**src/rtl/fetch_queue.sv**
```systemverilog
// fetch_queue
//   Decoupled instruction-fetch front end. Issues in-order fetch requests to a
//   variable-latency instruction memory and buffers the returned words in a
//   DEPTH-entry prefetch queue. Decode consumes the queue through a valid/ready
//   handshake. A redirect flushes the queue, reloads the fetch PC and marks all
//   in-flight responses as stale so they are dropped when they come back.
//
// Ports
//   clk_i, rst_ni         clock and synchronous active-low reset
//   pc_init_i             fetch PC loaded while reset is asserted
//   redirect_i            flush and refetch from redirect_pc_i (word aligned)
//   imem_req_valid_o      fetch request valid, address on imem_req_addr_o
//   imem_req_ready_i      memory accepts the request
//   imem_rsp_valid_i      in-order response valid, data on imem_rsp_data_i
//   valid_o / ready_i     head-of-queue handshake towards decode
//   instr_o, pc_o         head instruction and its PC
//   pc_next_4_o           head PC + 4 (modulo 2^XLEN)

module fetch_queue #(
  parameter int XLEN     = 32,
  parameter int DEPTH    = 4,
  parameter int MAX_OUTS = 2
) (
  input  logic            clk_i,
  input  logic            rst_ni,
  input  logic [XLEN-1:0] pc_init_i,
  input  logic            redirect_i,
  input  logic [XLEN-1:0] redirect_pc_i,
  output logic            imem_req_valid_o,
  input  logic            imem_req_ready_i,
  output logic [XLEN-1:0] imem_req_addr_o,
  input  logic            imem_rsp_valid_i,
  input  logic [31:0]     imem_rsp_data_i,
  output logic            valid_o,
  input  logic            ready_i,
  output logic [31:0]     instr_o,
  output logic [XLEN-1:0] pc_o,
  output logic [XLEN-1:0] pc_next_4_o
);

  localparam int AW = $clog2(DEPTH);
  localparam int CW = AW + 1;
  localparam int OW = $clog2(MAX_OUTS) + 1;
  localparam int TW = (MAX_OUTS > 1) ? $clog2(MAX_OUTS) : 1;

  // Architectural state
  logic [XLEN-1:0] fetch_pc;
  logic [AW-1:0]   head;
  logic [AW-1:0]   tail;
  logic [CW-1:0]   count;
  logic [OW-1:0]   outs;
  logic [OW-1:0]   discard;
  logic [TW-1:0]   tag_wr;
  logic [TW-1:0]   tag_rd;

  // Storage (no reset needed, outputs are gated by valid_o)
  logic [31:0]     instr_mem [DEPTH];
  logic [XLEN-1:0] pc_mem    [DEPTH];
  logic [XLEN-1:0] pc4_mem   [DEPTH];
  logic [XLEN-1:0] tag_mem   [MAX_OUTS];

  logic            credit_ok;
  logic            req_fire;
  logic            deq;
  logic            enq;
  logic [OW-1:0]   outs_next;
  logic [XLEN-1:0] rsp_pc;

  // The two low bits of the redirect target are always cleared.
  logic unused_redirect_lsbs;
  assign unused_redirect_lsbs = ^redirect_pc_i[1:0];

  // Tag FIFO pointer advance; MAX_OUTS need not be a power of two.
  function automatic logic [TW-1:0] tag_inc(input logic [TW-1:0] p);
    return (p == TW'(MAX_OUTS - 1)) ? '0 : p + TW'(1);
  endfunction

  // Handshake decode. A request is only issued when the queue has room for
  // every in-flight response plus this one, so enqueue can never overflow.
  // Responses arriving while stale ones are pending, or in a redirect cycle,
  // are dropped.
  always_comb begin
    credit_ok        = (32'(count) + 32'(outs) < 32'(DEPTH)) &&
                       (32'(outs) < 32'(MAX_OUTS));
    imem_req_valid_o = rst_ni && !redirect_i && credit_ok;
    req_fire         = imem_req_valid_o && imem_req_ready_i;
    valid_o          = rst_ni && (count != '0);
    deq              = valid_o && ready_i;
    enq              = imem_rsp_valid_i && !redirect_i && (discard == '0);
    outs_next        = outs + OW'(req_fire) - OW'(imem_rsp_valid_i);
    rsp_pc           = tag_mem[tag_rd];
  end

  assign imem_req_addr_o = fetch_pc;

  // Head outputs come straight from registered storage and read zero when
  // the queue is empty.
  always_comb begin
    instr_o     = '0;
    pc_o        = '0;
    pc_next_4_o = '0;
    if (valid_o) begin
      instr_o     = instr_mem[head];
      pc_o        = pc_mem[head];
      pc_next_4_o = pc4_mem[head];
    end
  end

  // Control state. Redirect wins over everything: the queue empties and all
  // requests still in flight after this cycle become stale. The tag FIFO keeps
  // running because stale responses still consume their tags in order.
  always_ff @(posedge clk_i) begin
    if (!rst_ni) begin
      fetch_pc <= pc_init_i;
      head     <= '0;
      tail     <= '0;
      count    <= '0;
      outs     <= '0;
      discard  <= '0;
      tag_wr   <= '0;
      tag_rd   <= '0;
    end else begin
      outs <= outs_next;
      if (req_fire) begin
        tag_wr <= tag_inc(tag_wr);
      end
      if (imem_rsp_valid_i) begin
        tag_rd <= tag_inc(tag_rd);
      end
      if (redirect_i) begin
        fetch_pc <= {redirect_pc_i[XLEN-1:2], 2'b00};
        discard  <= outs_next;
        head     <= '0;
        tail     <= '0;
        count    <= '0;
      end else begin
        if (req_fire) begin
          fetch_pc <= fetch_pc + XLEN'(4);
        end
        if (imem_rsp_valid_i && (discard != '0)) begin
          discard <= discard - OW'(1);
        end
        if (enq) begin
          tail <= tail + AW'(1);
        end
        if (deq) begin
          head <= head + AW'(1);
        end
        count <= count + CW'(enq) - CW'(deq);
      end
    end
  end

  // Data storage for the queue and the request-PC tag FIFO.
  always_ff @(posedge clk_i) begin
    if (enq) begin
      instr_mem[tail] <= imem_rsp_data_i;
      pc_mem[tail]    <= rsp_pc;
      pc4_mem[tail]   <= rsp_pc + XLEN'(4);
    end
    if (req_fire) begin
      tag_mem[tag_wr] <= fetch_pc;
    end
  end

  // Occupancy and in-flight counters must stay within their bounds, and a
  // response must always match an outstanding request.
  always_ff @(posedge clk_i) begin
    if (rst_ni) begin
      assert (count <= CW'(DEPTH));
      assert (outs <= OW'(MAX_OUTS));
      assert (!imem_rsp_valid_i || (outs != '0));
    end
  end

endmodule

```
**config.mk**
```make
export PLATFORM = sky130hd
export DESIGN_NAME = fetch_queue
export DESIGN_NICKNAME = d
export VERILOG_FILES = /design/src/rtl/fetch_queue.sv
export SDC_FILE = /design/constraint.sdc
export NUM_CORES = 1
export LEC_CHECK = 0
export BUFFER_PORTS_ARGS = -buffer_cell sky130_fd_sc_hd__clkbuf_2
export CORE_AREA = 8 8 211 213
export CTS_CLUSTER_DIAMETER = 60
export DETAILED_ROUTE_END_ITERATION = 6
export DIE_AREA = 0 0 219 221
export PLACE_DENSITY = 0.69
export SLEW_MARGIN = 20
export SYNTH_ARGS = -nofsm -noshare
export SYNTH_HDL_FRONTEND = slang
export SYNTH_SLANG_ARGS = --single-unit
```
**constraint.sdc**
```tcl
create_clock -name clk_i -period 6.4 [get_ports clk_i]
set_input_delay 0.64 -clock clk_i [delete_from_list [all_inputs] [get_ports clk_i]]
set_output_delay 0.64 -clock clk_i [all_outputs]
set_load 0.02 [all_outputs]
```
# ---- Yosys cells after proc, flatten, opt, wreduce, memory -nomap -nowiden
# Memory sizes are Yosys's and may differ from the RTL's. A register that Yosys moved wholly into a read port is not among the register bits.
# Index checks and enable logic that the tools add are counted.
dict set report op_classes {
  n_mul 0
  n_reduce_logical 15
  n_shift 0
  eq_ne 1
  n_addsub 12
  mux 22
  n_div 0
  order_cmp 2
  bitwise_logic 1
}
# operator count
set ops {}
lappend ops {{32-bit 2-to-1 mux} 6}
lappend ops {{32-bit by 3-bit adder with 32-bit output (second input constant)} 2}
lappend ops {{2-bit 2-to-1 mux} 8}
lappend ops {{1-bit logical AND} 9}
lappend ops {{1-bit 2-to-1 mux} 8}
lappend ops {{2-bit by 1-bit adder with 2-bit output (second input constant)} 2}
lappend ops {{3-bit by 2-bit adder with 4-bit output} 1}
lappend ops {{4-bit by 3-bit < comparator with 1-bit output (second input constant)} 1}
lappend ops {{2-bit nonzero test} 2}
lappend ops {{3-bit by 1-bit adder with 3-bit output} 1}
lappend ops {{3-bit by 1-bit inequality test with 1-bit output (second input constant)} 1}
lappend ops {{3-bit nonzero test} 1}
lappend ops {{3-bit by 1-bit subtractor with 3-bit output} 1}
lappend ops {{1-bit adder (second input constant)} 2}
lappend ops {{2-bit by 1-bit adder with 2-bit output} 1}
lappend ops {{2-bit logical NOT} 1}
lappend ops {{2-bit < comparator (second input constant)} 1}
lappend ops {{2-bit OR reduction} 1}
lappend ops {{2-bit by 1-bit subtractor with 2-bit output} 1}
lappend ops {{2-bit by 1-bit subtractor with 2-bit output (second input constant)} 1}
lappend ops {{1-bit logical NOT} 1}
lappend ops {{1-bit NOT} 1}
dict set report totals {
  in_bits 102
  mem_count 4
  word_cells 65
  ram_bits 448
  register_bits 45
  rom_bits 0
  latchBits 0
}
# memory depth width read_ports rd_clocked_by_memory_dff write_ports line
set mem_list {}
lappend mem_list {instr_mem 4 32 1 1 1 57} ;# logic [31:0] instr_mem [DEPTH];
lappend mem_list {pc4_mem 4 32 1 1 1 59} ;# logic [XLEN-1:0] pc4_mem [DEPTH];
lappend mem_list {pc_mem 4 32 1 1 1 58} ;# logic [XLEN-1:0] pc_mem [DEPTH];
lappend mem_list {tag_mem 2 32 1 1 1 60} ;# logic [XLEN-1:0] tag_mem [MAX_OUTS];

# ---- Logic depth before layout (Yosys ltp)
# Gate-level depths: netlist (run 1).
dict set report depth {
  ltp_word 8
  ltp_mapped 13
}

# ---- Least setup slack after synthesis (run 1)
# No wires, ideal clock.
dict set report synth_path {
  path_kind {input port to flip-flop}
  startpoint {input port redirect_i}
  endpoint {memory instr_mem[0][0] (enable)}
  cell_stages 4
  arrival_ns 3.446
  setup_slack_ns 2.491
  path_cell_list {clkbuf_1 buf_1 nor2_1 and2_1}
}
dict set report synth_via {
  elab_chain_cells 5
}
# item line
set synth_rtl {}
lappend synth_rtl {{from (decl)} 27} ;# input logic redirect_i,
lappend synth_rtl {{1-bit logical NOT} 89} ;# enq = imem_rsp_valid_i && !redirect_i && (discard == '0);
lappend synth_rtl {{1-bit logical AND (2 in series)} 89}
lappend synth_rtl {{1-bit 2-to-1 mux} 156} ;# if (enq) begin
lappend synth_rtl {{1-bit 2-to-1 mux (not written as such)} 157} ;# instr_mem[tail] <= imem_rsp_data_i;
lappend synth_rtl {{to (decl)} 57}
# Every way passes these cells.

==> impl_metrics.csv, run 1 <==
group,metric,value,unit
status,status,"completed",
synthesis,netlist_area,0.0202,mm2
final_layout,layout_commonest_cell,"edfxtp_1",
final_layout,syn2layout_area_growth,16.5,%
pwr,powerDensity,300,mW/mm2
synthesis,synthTopCellsByArea,"edfxtp_1 (70%), mux4_2 (10%), and2_1 (3.2%)",
timing,relSlewSlack,32.9,%
floorplan,die_x,219,um
grt,track_usage,17.2,%
setup_path,worstPathArrival,3210,ps
timing,worst_pin_slew,1010,ps
floorplan,die_height,221,um
synthesis,synth_cell_types,54,
placement,numPortBuffers,229,
floorplan,pin_count,232,
setup_path,worstSetupPathType,"flip-flop to output pin",
worst_hold_path,hold_class,"primary input to flip-flop",
setup_path,critPathTopFamily,"flip-flops",
timing,hold_ws,276,ps
floorplan,core,0.0413,mm2
final_layout,layout.nets,1481,
detailed_routing,wl_per_cell,21.6,um
final_layout,layout-drive-gt1-share,32.6,%
setup_path,critPathBufInv,2,
synthesis,synthFlopType,"edfxtp_1",
detailed_routing,finalWirelength,42.0,mm
cts,cts_setup_buffers,0,
synthesis,ys_ff_latch,488,
cts,cts_root_buf,"clkbuf_16",
floorplan,die-area,0.0484,mm2
setup_path,end_kind,"output pin",
synthesis,yosysSeqAreaShare,71.7,%
pwr,vdd_drop_max,0.215,mV
timing,rsz0062_at_grt,"false",
floorplan,rows,75,
cts,path_clk_slew,60,ps
job,cap_violations,0,
cts,cts-buffers-inserted,50,
setup_path,start_kind,"flip-flop",
setup_path,critical_path.max_stage_delay,950,ps
placement,gp_congestion,0.786,
placement,dpl-instance-area,0.0219,mm2
detailed_routing,vias,10800,
cts,clock_latency,580,ps
grt,antenna_found_initial,1,
synthesis,netlist.area_leader.share,70.1,%
timing,period_share,60.2,%
timing,hold_violations,0,
detailed_routing,drt-pass1-iter-count,5,
setup_path,critPathMaxFanout,42,
setup_path,required,5760,ps
grt,grt_overflow_total,0,
detailed_routing,drt-initial-drc-count,763,
setup_path,crit_path_top_delay_cell,"dfxtp_4",
cts,cts_hold_buffers,0,
synthesis,yosys_warnings,0,
grt,grt_pass1_wl,64.6,mm
floorplan,initial_core_util,48.9,%
synthesis,yosys.area.top_type,"edfxtp_1",
timing,setup_violations,0,
grt,grt_max_degree,97,
synthesis,ys_async_sr_fraction,0,%
timing,timing.fmax,0.259,GHz
detailed_routing,drtAntennaViolNets,0,
setup_path,cp_cell_sequence,"buf_4 > mux4_2 > and2_1 > clkbuf_2",
pwr,power_leakage,8.05,nW
cts,clock_path_buffers,3,
final_layout,fin_cells,1946,
cts,clock-sinks,488,
placement,dpl.hpwl,26.6,mm
synthesis,synth_edf_count,472,
final_layout,n_antenna_cell,0,
detailed_routing,drc,0,
synthesis,synth_fp_nets,1242,
synthesis,netlist_instances,1127,
timing,slew_viol_final,0,
synthesis,syn_avg_cell_area,17.9,um2
final_layout,layout_common_cells,"edfxtp_1 (472), clkbuf_2 (229), and2_1 (99), mux4_2 (94), clkbuf_16 (51)",
final_layout,final_util,57.0,%
detailed_routing,via_per_inst,5.53,
timing,skew,19.6,ps
cts,cts_resized,0,
timing,finalSetupTns,0,ps
final_layout,design_area,0.0235,mm2
timing,fin_crit,3850,ps
cts,htreeDepth,2,
placement,dp_cells,1853,
cts,cts_tree,"yes",
grt,grt_pass1_vias,11100,
final timing paths:
path                                      from                    endpoint  slack (ps)  cells after the start
setup / recovery                     flip-flop                    pc_o[19]        2550                      4
hold / removal             imem_rsp_data_i[19]  instr_mem[3][19]$_DFFE_PP_         280                      1
setup reg to reg                     flip-flop    pc4_mem[3][20]$_DFFE_PP_        3290                      8
hold reg to reg   imem_req_addr_o[1]$_DFFE_PP_     tag_mem[1][1]$_DFFE_PP_         490                      0
stage by stage:
stage	setup WS, ps	total power, W
after floorplan	2490	0.00406
after global placement	2440	0.00424
after detailed placement	2310	0.00425
after CTS	2350	0.00715
after global routing	2250	0.00730
final	2550	0.00707
layout make-up:
| cell class | count | area, um2 |
|---|---|---|
| clock buffers | 63 | 1320 |
| clock inverters | 30 | 328 |
| fillers | 3201 | 17700 |
| inverters | 24 | 90.1 |
| multi-input cells | 561 | 5390 |
| flip-flops and latches | 488 | 14500 |
| well taps | 539 | 674 |
| repair buffers | 241 | 1240 |
where the power goes:
group / internal [W] / switching (W)
clock: 0.00171 / 0.00118
combinational: 0.000179 / 0.000286
sequential: 0.00364 / 0.0000763
cell families after synthesis:
group / Yosys count / synth area share, %
xor+xnor: 56 / 2.43
simple gates: 274 / 7.87
mux: 130 / 12.4
flops: 488 / 71.7
buf+inv: 78 / 1.70
fa+ha+maj: 13 / 0.842
compound gates: 88 / 3.00
sequential cells by signal, indices dropped and copies added (netlist names), named ones only:
register	count
imem_req_addr_o	32
tag_rd	1
instr_mem	128
pc_mem	120
outs	2
tag_mem	64
tail	2
pc4_mem	128
discard	2
head	2
count	3
tag_wr	1
cells in the mapped netlist, types with 2 or more instances:
cell,instances
xor2_1,28
o2bb2ai_1,9
a22oi_1,11
dfxtp_1,16
nand3_1,15
buf_2,14
mux2_2,28
buf_6,3
xnor2_1,28
a21oi_1,17
inv_1,23
clkbuf_1,26
mux2i_1,8
nor2_1,35
a21o_1,2
or3_1,4
nand4b_1,7
nor3_1,17
nand4_1,17
nor4_1,8
nand3b_1,4
a221o_1,2
edfxtp_1,472
o21ai_0,25
nand3_4,2
a211oi_1,3
a22o_1,2
buf_1,8
a31oi_1,3
buf_4,3
and3_1,8
mux4_2,94
nand2_1,36
a32o_1,2
a31o_2,2
nor2b_1,7
ha_1,12
nor4_2,2
o31a_1,5
and2_1,103
and4_1,3
metal layers:
metal / track usage [%] / wire, um / share of wire, %
met1: 24.4 / 19000 / 45
met2: 26.6 / 19300 / 46
met3: 3.66 / 2780 / 6.6
met4: 5.12 / 880 / 2.1
met5: 0 / 0 / 0
No activity file was read; power rests on OpenSTA's default activity.
==> inputs of run 2 (changes only) <==
--- a/config.mk
+++ b/config.mk
@@ -10,7 +10,7 @@
 export CTS_CLUSTER_DIAMETER = 60
 export DETAILED_ROUTE_END_ITERATION = 6
 export DIE_AREA = 0 0 219 221
-export PLACE_DENSITY = 0.69
+export PLACE_DENSITY = 0.72
 export SLEW_MARGIN = 20
 export SYNTH_ARGS = -nofsm -noshare
 export SYNTH_HDL_FRONTEND = slang
==> constraint.sdc (replaced) <==
create_clock -name clk_i -period 3.5 [get_ports clk_i]
set_input_delay 0.35 -clock clk_i [delete_from_list [all_inputs] [get_ports clk_i]]
set_output_delay 0.35 -clock clk_i [all_outputs]
set_load 0.02 [all_outputs]
==> run 2 against run 1 <==
Compared with the run above:
- final cell count grew 2.1%
- power grew 83%
- flip-flop and latch count is the same
- sequential share of layout area shrank 1.3 points
- global-route usage grew 0.56 points
- die area is the same
- clock skew shrank 4.4 ps
==> impl_metrics.csv, run 2 (same netlist as run 1, synthesis figures left out) <==
group,metric,value,unit
status,status,"completed",
cts,clock_latency,580,ps
cts,clock_path_buffers,3,
cts,clock-sinks,488,
setup_path,critPathMaxFanout,49,
pwr,vdd_drop_max,0.330,mV
detailed_routing,finalWirelength,42.8,mm
grt,grt_max_degree,96,
floorplan,die_x,219,um
timing,hold_violations,0,
cts,cts_root_buf,"clkbuf_16",
floorplan,die_height,221,um
grt,track_usage,17.8,%
setup_path,start_kind,"flip-flop",
timing,setup_violations,0,
final_layout,top_regs,"instr_mem: 128 flops, pc4_mem: 128 flops, pc_mem: 120 flops",
final_layout,layout_commonest_cell,"edfxtp_1",
detailed_routing,wl_per_cell,21.5,um
timing,slew_viol_final,0,
final_layout,syn2layout_area_growth,19.1,%
final_layout,layout.nets,1523,
detailed_routing,via_per_inst,5.53,
placement,gp_congestion,0.767,
timing,finalSetupTns,0,ps
placement,dpl.hpwl,28.3,mm
cts,cts-buffers-inserted,49,
cts,htreeDepth,2,
placement,dpl-instance-area,0.0221,mm2
cts,path_clk_slew,60,ps
floorplan,die-area,0.0484,mm2
cts,cts_tree,"yes",
floorplan,core,0.0413,mm2
pwr,powerDensity,539,mW/mm2
timing,fin_crit,3030,ps
grt,grt_pass1_wl,66.8,mm
floorplan,rows,75,
placement,numPortBuffers,229,
grt,grt_overflow_total,0,
worst_hold_path,hold_class,"primary input to flip-flop",
timing,rsz0062_at_grt,"false",
final_layout,layout_common_cells,"edfxtp_1 (472), clkbuf_2 (229), and2_1 (99), mux4_2 (94), clkbuf_16 (51)",
grt,grt_pass1_vias,11600,
pwr,power_leakage,8.27,nW
timing,worst_pin_slew,863,ps
final_layout,layout-drive-gt1-share,32.8,%
timing,period_share,86.5,%
final_layout,design_area,0.0241,mm2
setup_path,worstPathArrival,3380,ps
detailed_routing,drc,0,
job,cap_violations,0,
grt,antenna_found_initial,1,
detailed_routing,vias,11000,
timing,relSlewSlack,42.0,%
timing,skew,15.1,ps
floorplan,pin_count,232,
detailed_routing,drtAntennaViolNets,0,
setup_path,required,3850,ps
setup_path,end_kind,"flip-flop",
setup_path,worstSetupPathType,"flip-flop to flip-flop",
detailed_routing,drt-pass1-iter-count,6,
detailed_routing,drt-initial-drc-count,822,
floorplan,initial_core_util,48.9,%
final_layout,n_antenna_cell,0,
timing,timing.fmax,0.330,GHz
## run 2: cell types whose count changed in the layout (fill, tap and decap cells not counted), sizes merged
cell / change
buf: +12
clkbuf: -3
clkinvlp: +1
dlygate4sd3: +31
## run 2: layout make-up
| type | instances | area, um2 |
|---|---|---|
| Tap cell | 539 | 674 |
| Timing Repair Buffer | 284 | 1770 |
| Inverter | 24 | 90.1 |
| Clock buffer | 60 | 1320 |
| Sequential cell | 488 | 14500 |
| Multi-Input combinational cell | 561 | 5390 |
| Clock inverter | 31 | 317 |
| Fill cell | 3151 | 17200 |
## run 2: power breakdown
part / switching, W / leakage (nW) / internal (W)
Sequential: 0.000135 / 4.45 / 0.00665
Clock: 0.00215 / 0.806 / 0.00313
Combinational: 0.000539 / 3.02 / 0.000362
## run 2: path summary, 6_finish.rpt
path	startpoint	end	slack [ps]	depth (start not counted)
max	flip-flop	pc4_mem[2][27]$_DFFE_PP_	470	6
min	imem_rsp_data_i[27]	instr_mem[1][27]$_DFFE_PP_	40	1
max reg2reg	flip-flop	pc4_mem[2][27]$_DFFE_PP_	470	6
min reg2reg	imem_req_addr_o[1]$_DFFE_PP_	tag_mem[0][1]$_DFFE_PP_	490	0
## run 2: timing repair
item,CTS,global route
hold buffers,31,0
setup buffers,0,0
endpoints found under the hold margin,124,0
resized for setup,0,0
## run 2: worst max-delay path, stage by stage (launching register included)
cell and delay (ps):
dfxtp_2 490, buf_4 500, nand4_1 220, a211oi_1 520, nand4_1 410, nor3_1 310, xor2_1 340
## run 2: per-stage QoR
step	setup WS [ps]	std cells	power, W	util, %	hold slack (ps)
5_1_grt	150	1987	0.0134	58.3	12.5
4_1_cts	427	1987	0.0131	58.3	2.65
6_report	472	1987	0.0130	58.3	38.7
3_3_place_gp	550	1865	0.00776	53.6	479
3_5_place_dp	451	1865	0.00779	53.6	488
2_1_floorplan	135	1127	0.00742	-	449
## run 2: per-layer routing
layer	track usage [%]	part of all wire [%]	vias up
li1	-	-	5012
met1	24.3	44	5557
met2	28.6	47	364
met3	3.77	6.7	60
met4	5.06	1.9	0
met5	0	0	-
